--- config.mk ---
export PLATFORM = sky130hd
export DESIGN_NAME = fetch_ctrl
export DESIGN_NICKNAME = d
export VERILOG_FILES = /design/src/rtl/fetch_pkg.sv /design/src/rtl/fetch_ctrl.sv
export SDC_FILE = /design/constraint.sdc
export NUM_CORES = 1
export LEC_CHECK = 0
export CAP_MARGIN = 10
export CORE_MARGIN = 2
export CORE_UTILIZATION = 43
export CTS_CLUSTER_DIAMETER = 120
export DETAILED_ROUTE_END_ITERATION = 7
export PLACE_DENSITY_LB_ADDON = 0.25
export SLEW_MARGIN = 20
export SYNTH_ARGS = -nofsm -noshare
export SYNTH_HDL_FRONTEND = slang
export SYNTH_SLANG_ARGS = --single-unit
--- constraint.sdc ---
create_clock -name clk -period 8.1 [get_ports clk]
set_input_delay 0.81 -clock clk [delete_from_list [all_inputs] [get_ports clk]]
set_output_delay 0.81 -clock clk [all_outputs]
set_load 0.005 [all_outputs]
--- src/rtl/fetch_pkg.sv ---
// fetch_pkg: shared types and constants for the instruction fetch controller
package fetch_pkg;
    typedef enum logic {RUN, HALT} state_t;
    localparam int INSTR_BYTES = 4;
    localparam logic [31:0] HALT_WORD = 32'h00000000;
endpackage

--- src/rtl/fetch_ctrl.sv ---
// fetch_ctrl: single-stage instruction fetch with valid/ready output, redirect and halt-on-zero-word
module fetch_ctrl
    import fetch_pkg::*;
#(
    parameter int ADDRESS_WIDTH = 32,
    parameter int DATA_WIDTH = 32,
    parameter logic [ADDRESS_WIDTH-1:0] RESET_PC = '0
) (
    input  logic                     clk,
    input  logic                     rst,
    output logic [ADDRESS_WIDTH-1:0] imem_addr,
    input  logic [DATA_WIDTH-1:0]    imem_rd,
    input  logic                     redirect_valid,
    input  logic [ADDRESS_WIDTH-1:0] redirect_pc,
    output logic                     out_valid,
    input  logic                     out_ready,
    output logic [DATA_WIDTH-1:0]    out_instr,
    output logic [ADDRESS_WIDTH-1:0] out_pc,
    output logic                     halted,
    output logic [31:0]              fetch_count
);
    state_t state, state_n;
    logic [ADDRESS_WIDTH-1:0] pc, pc_n, out_pc_n;
    logic [DATA_WIDTH-1:0] out_instr_n;
    logic out_valid_n, hs, cap;
    assign imem_addr = pc;
    assign halted = state == HALT;
    assign hs = out_valid & out_ready;
    assign cap = state == RUN && !redirect_valid && (!out_valid || out_ready);
    // redirect beats capture; a halt word is swallowed, never presented
    always_comb begin
        state_n = state;
        pc_n = pc;
        out_pc_n = out_pc;
        out_instr_n = out_instr;
        out_valid_n = out_valid;
        if (redirect_valid) begin
            pc_n = {redirect_pc[ADDRESS_WIDTH-1:2], 2'b00};
            out_valid_n = 1'b0;
            state_n = RUN;
        end else if (cap) begin
            if (imem_rd == DATA_WIDTH'(HALT_WORD)) begin
                state_n = HALT;
                out_valid_n = 1'b0;
            end else begin
                out_instr_n = imem_rd;
                out_pc_n = pc;
                out_valid_n = 1'b1;
                pc_n = pc + ADDRESS_WIDTH'(INSTR_BYTES);
            end
        end else if (hs) begin
            out_valid_n = 1'b0;
        end
    end
    always_ff @(posedge clk or posedge rst) begin
        if (rst) begin
            state <= RUN;
            pc <= RESET_PC;
            out_valid <= 1'b0;
            out_instr <= '0;
            out_pc <= '0;
            fetch_count <= '0;
        end else begin
            state <= state_n;
            pc <= pc_n;
            out_valid <= out_valid_n;
            out_instr <= out_instr_n;
            out_pc <= out_pc_n;
            fetch_count <= fetch_count + 32'(hs);
        end
    end
endmodule

==> results.json <==
{
  "cts-root-buf": "clkbuf_16",
  "synthArstFlopShare_pct": 100,
  "use_met1_pct": 25.9,
  "antenna_left": 0,
  "hold_path.class": "flop to flop",
  "worstSetupPathType": "input port to flop",
  "synth_cells": 490,
  "cts_tree": "built",
  "drc_errors": 0,
  "grtUsageMet3_pct": 6.74,
  "ctsHoldBuffers": 0,
  "grt_pass1_vias": 4659,
  "fin_tns_setup_ps": 0,
  "synth-seq-cells": 126,
  "tightest_slew_ps": 1020,
  "arrival_ps": 4160,
  "cp_slowest_stage_delay_ps": 700,
  "finish.net_count": 754,
  "drt_iter0_drc": 254,
  "antenna_found_initial": 0,
  "fin_crit_sh_pct": 47.6,
  "peakVddDrop_v": 0.000142,
  "drv_slew": 0,
  "cp_slowest_cell": "nand4_1",
  "fp.dieW_um": 122,
  "core_area_um2": 13800,
  "drive_above_1_share_pct": 15.8,
  "crit_path_cell_trace": "clkdlybuf4s50_1 -> nor4_1 -> nand4_1 -> o21ai_4 -> nand2b_4 -> buf_16 -> mux2_2",
  "final_cell_mix": "clkdlybuf4s50_1 (191), dfrtp_1 (126), mux2_4 (60)",
  "holdCritStartpoint": "fetch_count[31]",
  "ys_seq_area_share_pct": 52.3,
  "drt-total-wl_mm": 14.9,
  "rr_startpoint": "out_valid",
  "slew_headroom_pct": 31.9,
  "synth-main-ff-cell": "dfrtp_1",
  "grt_use_met2_pct": 33.9,
  "synth_warnings": 0,
  "route.vias.total": 4583,
  "portBuffers": 191,
  "num_antenna_cells": 0,
  "final_common_cell": "clkdlybuf4s50_1",
  "fin_crit_ps": 3860,
  "clkSlewWorstSetupHoldPaths_ps": 60,
  "cts_buffers": 17,
  "grt_use_total_pct": 20.9,
  "hold_viol": 0,
  "cts.sinks": 126,
  "htreeDepth": 4,
  "clock.fmax_ghz": 0.259,
  "pre_cts_ws_ps": 3550,
  "p_leak_nw": 3.73,
  "layout_setup_ws_ps": 4240,
  "finalSetupViolations": 0,
  "dr.pass1.iters": 4,
  "maxCapViolCount": 0,
  "crit_path_start": "imem_rd[1]",
  "grt_max_degree": 68,
  "clock_latency_ps": 420,
  "area_growth_pct": 42.9,
  "cp_max_fo": 41,
  "cts_resized": 0,
  "start_util_pct": 43.8,
  "ctsLongestPathBuffers": 2,
  "startpoint_type": "input port",
  "worst_ep_required_time_ps": 8400,
  "synth-edff-count": 0,
  "finClkSkew_ps": 9.48,
  "syn_avg_cell_area_um2": 12.3,
  "status": "finished, final reports clean",
  "dp_hpwl_mm": 10.4,
  "busiest_layer": "met2",
  "worstSetupEndpointType": "flop",
  "die_y_um": 122,
  "grt_pass1_wl_mm": 24.0,
  "ys_types": 44,
  "die_area_um2": 15000,
  "rows": 43,
  "place_congestion": 0.819,
  "synth_area_um2": 6030,
  "power_density_nw_per_um2": 223,
  "grt_setup_unrepaired": "false",
  "pin_count": 198,
  "viasPerCell": 5.23,
  "drt-wirelength-per-cell_um": 17.0,
  "post_cts_buffers": 0,
  "grt-ovfl-total": 0
}
[routing by layer]
metal	vias to the layer above	part of all wire [%]
li1	2154	-
met1	2254	43
met2	153	49
met3	22	7.0
met4	0	1.6
met5	-	0
[critical path: cells and delay by family]
kind | cells | cell delay [ps]
compound gates | 1 | 540
buf+inv | 2 | 770
mux | 1 | 370
simple gates | 3 | 1630
[synthesized netlist by cell type, drive strengths merged, types with 2 or more instances]
| cell type | number | area (um^2) |
|---|---|---|
| a31oi | 13 | 81.3 |
| and2 | 4 | 25.0 |
| and3 | 13 | 81.3 |
| and4 | 3 | 26.3 |
| buf | 13 | 180 |
| clkbuf | 10 | 37.5 |
| dfrtp | 126 | 3150 |
| ha | 3 | 37.5 |
| inv | 8 | 30.0 |
| mux2 | 63 | 935 |
| mux2i | 3 | 30.0 |
| nand2 | 37 | 139 |
| nand3 | 20 | 100 |
| nand4 | 13 | 87.6 |
| nor2 | 31 | 121 |
| nor2b | 4 | 25.0 |
| nor3 | 9 | 45.0 |
| nor4 | 11 | 75.1 |
| o2111ai | 8 | 70.1 |
| o211ai | 6 | 50.1 |
| o21ai | 22 | 121 |
| o31ai | 4 | 30.0 |
| or2 | 2 | 12.5 |
| or3 | 9 | 56.3 |
| or4 | 4 | 30.0 |
| xnor2 | 18 | 158 |
| xor2 | 24 | 210 |
[area by class of cell]
type	instances	area [um^2]
Tap cell	180	225
Clock buffer	22	494
Multi-Input combinational cell	336	2640
Sequential cell	126	3150
Timing Repair Buffer	194	1950
Clock inverter	10	110
Inverter	8	32.5
Fill cell	1079	5160
[final timing paths]
path,end,cells past startpoint,slack [ps]
worst max-delay path,out_pc[4],7,4240
min in group asynchronous,out_instr[5],2,880
worst min register to register,fetch_count[31],1,470
worst max register to register,out_pc[4],6,5630
max in group asynchronous,out_instr[8],3,5820
worst min-delay path,fetch_count[31],1,470
[power by group]
| part | switching, mW | internal (mW) | total, mW |
|---|---|---|---|
| sequential | 0.0717 | 0.707 | 0.779 |
| clock | 0.275 | 0.491 | 0.766 |
| combinational | 0.119 | 0.252 | 0.371 |
[state kept, by name (all words and copies together), names as in the netlist]
name         flops
fetch_count     32
halted           1
imem_addr       30
out_instr       32
out_pc          30
out_valid        1
[metrics by stage]
stage               hold WS (ps)  instances  utilization [%]  total power, mW  cell area (um^2)
floorplan                    468        493                -            0.938              6040
global placement             464        843             57.9             1.15              7980
detailed placement           464        843             57.9             1.16              7980
CTS                          473        875             62.3             1.94              8580
global route                 498        876             62.5             2.00              8610
finish                       466        876             62.5             1.92              8610
[cell families after synthesis]
family	share of synthesized area, %
AND/OR/NAND/NOR	14.4
flip-flops	52.3
multiplexers	16.0
AO/OA/AOI/OAI	6.42
XOR/XNOR	6.10
buffers and inverters	4.11
adder cells (fa/ha/maj)	0.623
other	0.0622
No activity file was read; power rests on OpenSTA's default activity.
==> edit 1: new RTL, same settings <==
Register the output `fetch_count` once more, with the module's reset; this adds one clock of latency there. The other outputs are not delayed to match.
--- a/src/rtl/fetch_ctrl.sv
+++ b/src/rtl/fetch_ctrl.sv
@@ -19,6 +19,8 @@
     output logic                     halted,
     output logic [31:0]              fetch_count
 );
+
+    logic [31:0] fetch_count_s0;
     state_t state, state_n;
     logic [ADDRESS_WIDTH-1:0] pc, pc_n, out_pc_n;
     logic [DATA_WIDTH-1:0] out_instr_n;
@@ -59,15 +61,23 @@
             out_valid <= 1'b0;
             out_instr <= '0;
             out_pc <= '0;
-            fetch_count <= '0;
+            fetch_count_s0 <= '0;
         end else begin
             state <= state_n;
             pc <= pc_n;
             out_valid <= out_valid_n;
             out_instr <= out_instr_n;
             out_pc <= out_pc_n;
-            fetch_count <= fetch_count + 32'(hs);
+            fetch_count_s0 <= fetch_count_s0 + 32'(hs);
         end
     end
+    always_ff @(posedge clk or posedge rst) begin
+        if (rst) begin
+            fetch_count <= '0;
+        end else begin
+            fetch_count <= fetch_count_s0;
+        end
+    end
+
 endmodule
 
Behaviour: not the same (a bounded check fails within 4 cycles, from zero or initial values and one cycle with rst high).
==> edit 1 against the unedited design <==
Sequential power grew 21%. Clock skew down 0.0028 ns. Critical path depth stayed put. Via count is 3.5% higher. Total power rose by 9.1%. Synthesized cell count rose by 4.7%. Design area grew 5.6%. Wire length increased by 3.0%. Critical endpoint is now out_instr[21]. Area after synthesis is 6.3% higher. Sequential cell count rose by 32. Setup slack worse by 0.18 ns.
==> edit 1: results (changes against the unedited design) <==
Status: complete, no violations
Synth top area share: 61.72% (+9.4 points)
Hold Startpoint: fetch_count_s0[0]
GP Congestion: 0.8140 (-0.63%)
Hold depth: 0 (-1)
DP Worst Slack: 3.569 ns (+0.02106 ns)
Reg2reg path depth: 6 (unchanged)
Slew headroom: 35.21% (+3.3 points)
Max incr delay on CP: 0.64 ns (-0.06 ns)
Clock buffer depth: 2 (unchanged)
Main flop type after synthesis: dfrtp_1
Top Registers: fetch_count x32, fetch_count_s0 x32, out_instr x32
DRT Pass-1 Iters: 4 (unchanged)
Hold Path End: fetch_count[0]
Fraction of registers with async set/reset: 100.0% (unchanged)
FF-to-FF End: out_instr[21]
Post-DP HPWL: 10.89 mm (+4.3%)
CTS H-tree depth: 4 (unchanged)
NumNets Final: 777 (+3.1%)
Slowest CP cell: nand4_1
Final min period: 4.040 ns (+0.1808 ns)
Detail-routed net length per standard cell: 17.02 microns (-0.12%)
Mux contribution to synthesized area: 10.88% (-5.1 points)
Critical path data arrival time: 4.34 ns (+0.18 ns)
Synth area leaders: dfrtp_1 (62%), mux2_2 (11%), xnor2_1 (3.4%)
DR iter-0 viols: 248 (-2.4%)
Post-DP Area: 8483 sq um (+6.3%)
Sequential cell area fraction in the yosys report: 61.72% (+9.4 points)
Post-cts resize count: 0 (unchanged)
Vias in the first global route: 4952 (+6.3%)
Initial antenna violation count: 0 (unchanged)
Largest net degree at the start of global routing: 84 (+24%)
Synth Area in Compound Gates: 6.211% (-0.20 points)
Reg clk slew, reported paths: 0.06 ns (about the same)
Post-synth cell types: 39 (-11%)
Gr usage total: 20.08% (-0.80 points)
Xor-xnor portion of the synthesized cell area: 5.605% (-0.50 points)
Leakage Power: 3.816 nW (+2.3%)
Vias per cell: 5.251 (+0.38%)
Share of layout cells above drive strength 1: 14.60% (-1.2 points)
Global-route wire length before repair: 25.30 mm (+5.3%)
Clk_skew: 0.006673 ns (-0.002809 ns)
VDD IR max: 135.8 uV (-4.1%)
Root buffer cell: clkbuf_16
Hold Path Class: flip-flop to flip-flop
Post-Synth Adder-Cell Area: 0.5859% (-0.037 points)
Synth cell count leaders: dfrtp_1 (158), mux2_2 (61), nand2_1 (36)
Post-CTS Setup Inserts: 0 (unchanged)
Sw Ratio: 23.99% (-0.34 points)
R2r startpoint: out_valid
R2r setup slk: 5.39 ns (-0.24 ns)
Critical Path Fanout Max: 39 (-4.9%)
Ys Warns: 0 (unchanged)
## edit 1: cell families after synthesis
family                     Yosys count
DFF                                158
xor gates and xnor gates            41
muxes                               62
and+or+nand+nor                    152
buffers and inverters               34
AOI/OAI and AO/OA                   62
adders and majority gates            3
other                                1
## edit 1: worst max path at each step
stage	startpoint	endpoint
2_1_floorplan	rst	fetch_count[0]
3_3_place_gp	imem_rd[0]	out_instr[29]
3_5_place_dp	imem_rd[11]	out_instr[8]
4_1_cts	imem_rd[11]	out_instr[13]
5_1_grt	imem_rd[0]	out_instr[13]
6_report	imem_rd[11]	out_instr[21]
## edit 1: cell type report
| cell class | instances | area, sq um |
|---|---|---|
| multi-input cells | 324 | 2315 |
| clock buffers | 19 | 442.9 |
| inverters | 10 | 42.54 |
| fillers | 1145 | 5438 |
| flip-flops and latches | 158 | 3954 |
| repair buffers | 195 | 1946 |
| well taps | 184 | 230.2 |
| clock inverters | 13 | 166.4 |
## edit 1: power groups by stage
stage	Combinational, mW	Sequential [mW]	Clock (mW)
after floorplan	0.114	0.953	0
after global placement	0.332	0.954	0
after detailed placement	0.339	0.959	0
after CTS	0.341	0.947	0.825
after global routing	0.362	0.960	0.858
final	0.335	0.946	0.811
## edit 1: per-stage QoR
stage          util (%)  cells  power, mW  hold slack (ns)
4_1_cts           62.56    903      2.113           0.3848
3_5_place_dp      58.37    871      1.298           0.3713
6_report          62.59    903      2.092           0.3810
3_3_place_gp      58.37    871      1.286           0.3645
2_1_floorplan         -    516      1.068           0.3597
5_1_grt           62.59    903      2.180           0.3964
## edit 1: metal layers
metal | vias to the layer above | track usage [%] | wire length [microns]
met5 | - | 0 | 0
met4 | 0 | 7.692 | 301
met3 | 21 | 7.052 | 1048
met2 | 147 | 32.67 | 7648
met1 | 2353 | 24.72 | 6373
li1 | 2221 | - | -
==> edit 2: new RTL, same flow settings <==
Without the edit above. `DATA_WIDTH`: 32 -> 24.
--- a/src/rtl/fetch_ctrl.sv
+++ b/src/rtl/fetch_ctrl.sv
@@ -3,7 +3,7 @@
     import fetch_pkg::*;
 #(
     parameter int ADDRESS_WIDTH = 32,
-    parameter int DATA_WIDTH = 32,
+    parameter int DATA_WIDTH = 24,
     parameter logic [ADDRESS_WIDTH-1:0] RESET_PC = '0
 ) (
     input  logic                     clk,
Interface: changed (resized imem_rd and out_instr); port bits go from 198 to 182. The function was not compared with the original's and may differ.
==> edit 2 against the unedited design <==
Total power decreased by 9.2%. First-iteration DRC count grew 17%. Hold slack improved by 0.0045 ns. Fmax down 9.8%. Sequential cell count shrank 8. Wire length down 9.3%. Sequential share of layout area grew 0.99 points. Area after synthesis down 10%. Clock power fell by 7.2%. Synthesized cell count fell by 4.9%. Design area down 8.8%. Setup slack lost 0.42 ns. Largest power group unchanged. Highest routed layer unchanged.
==> edit 2: results (changes against the unedited design) <==
Post-DP HPWL: 9.585 mm (-8.2%)
Post-synth cell types: 45 (+2.3%)
R2r setup slk: 5.26 ns (-0.37 ns)
Synth top area share: 54.49% (+2.2 points)
NumNets Final: 708 (-6.1%)
VDD IR max: 124.9 uV (-12%)
Slowest CP cell: o21ai_2
Status: complete, no violations
Slew headroom: 39.74% (+7.9 points)
FF-to-FF End: out_instr[4]
Sequential cell area fraction in the yosys report: 54.49% (+2.2 points)
Leakage Power: 3.165 nW (-15%)
Routed wire length: 13.54 mm (-9.3%)
Post-Synth Adder-Cell Area: 0.6927% (+0.070 points)
Final core utilization: 63.00% (+0.48 points)
Mux contribution to synthesized area: 11.36% (-4.6 points)
Global-route wire length before repair: 21.75 mm (-9.5%)
Xor-xnor portion of the synthesized cell area: 6.788% (+0.68 points)
Critical Path Fanout Max: 48 (+17%)
I/O Buffers: 175 (-8.4%)
Max incr delay on CP: 0.96 ns (+0.26 ns)
Share of layout cells above drive strength 1: 7.143% (-8.7 points)
DR iter-0 viols: 297 (+17%)
Largest net degree at the start of global routing: 66 (-2.9%)
Vias in the first global route: 4335 (-7.0%)
CTS Buf Count: 17 (unchanged)
Critical path data arrival time: 4.57 ns (+0.41 ns)
Clk_skew: 0.009620 ns (+0.0001384 ns)
Internal: 1.312 mW (-9.6%)
Synth Area in Compound Gates: 7.366% (+0.95 points)
Gr usage total: 20.91% (+0.030 points)
Synth cell count leaders: dfrtp_1 (118), mux2_1 (47), nand2_1 (33)
==> edit 2: changes by cell type in the layout (fill, tap and decap cells not counted), sizes merged, moves of 3 or more <==
| cell | unedited run | this run |
|---|---|---|
| nand4 | 13 | 17 |
| nor2 | 31 | 24 |
| and3 | 13 | 8 |
| nand2 | 37 | 33 |
| nor3 | 9 | 4 |
| dfrtp | 126 | 118 |
| o2111ai | 8 | 5 |
| mux2 | 63 | 52 |
| xor2 | 24 | 16 |
| clkdlybuf4s50 | 191 | 175 |
| xnor2 | 18 | 26 |
| o21ai | 22 | 27 |
==> edit 2: power by group through the flow <==
| stage | sequential (mW) | clock, mW | combinational (mW) |
|---|---|---|---|
| 4_1_cts | 0.727 | 0.724 | 0.309 |
| 6_report | 0.726 | 0.711 | 0.304 |
| 5_1_grt | 0.737 | 0.760 | 0.331 |
| 2_1_floorplan | 0.730 | 0 | 0.104 |
| 3_5_place_dp | 0.736 | 0 | 0.307 |
| 3_3_place_gp | 0.731 | 0 | 0.302 |
==> edit 2: final cells by class <==
cell class | count | area, sq um
Clock buffer | 22 | 454.2
Clock inverter | 10 | 105.1
Fill cell | 1022 | 4612
Inverter | 9 | 36.28
Multi-Input combinational cell | 320 | 2308
Sequential cell | 118 | 2953
Tap cell | 172 | 215.2
Timing Repair Buffer | 179 | 1782
==> edit 2: worst max path at each step <==
stage,start,endpoint,slack [ns],cells past startpoint
global route,imem_rd[20],out_instr[19],3.58,7
detailed placement,imem_rd[13],out_instr[23],3.37,7
global placement,imem_rd[13],out_instr[21],3.43,7
CTS,imem_rd[13],out_instr[4],3.80,7
finish,imem_rd[13],out_instr[4],3.82,7
floorplan,rst,fetch_count[0],4.16,1
==> edit 2: through the flow <==
stage	hold slack, ns	cells	total power, mW	worst slack, ns	area [sq um]
after floorplan	0.4684	469	0.8340	4.161	5430
after global placement	0.4597	798	1.033	3.433	7295
after detailed placement	0.4655	798	1.043	3.374	7295
after CTS	0.4734	830	1.761	3.804	7854
after global routing	0.4960	830	1.828	3.580	7854
final	0.4700	830	1.741	3.820	7854
==> edit 2: cells by family after synthesis <==
family	count (synthesis)
AND/OR/NAND/NOR	154
flip-flops	118
AO/OA/AOI/OAI	62
multiplexers	55
XOR/XNOR	42
buffers and inverters	31
adder cells (fa/ha/maj)	3
other	1
==> edit 2: per-layer routing <==
layer / share of wire, % / vias to the layer above / track usage (%)
met5: 0 / - / 0
met4: 1.7 / 0 / 7.619
met3: 7.0 / 17 / 7.161
met2: 49 / 144 / 32.98
met1: 42 / 2140 / 26.88
li1: - / 2049 / -
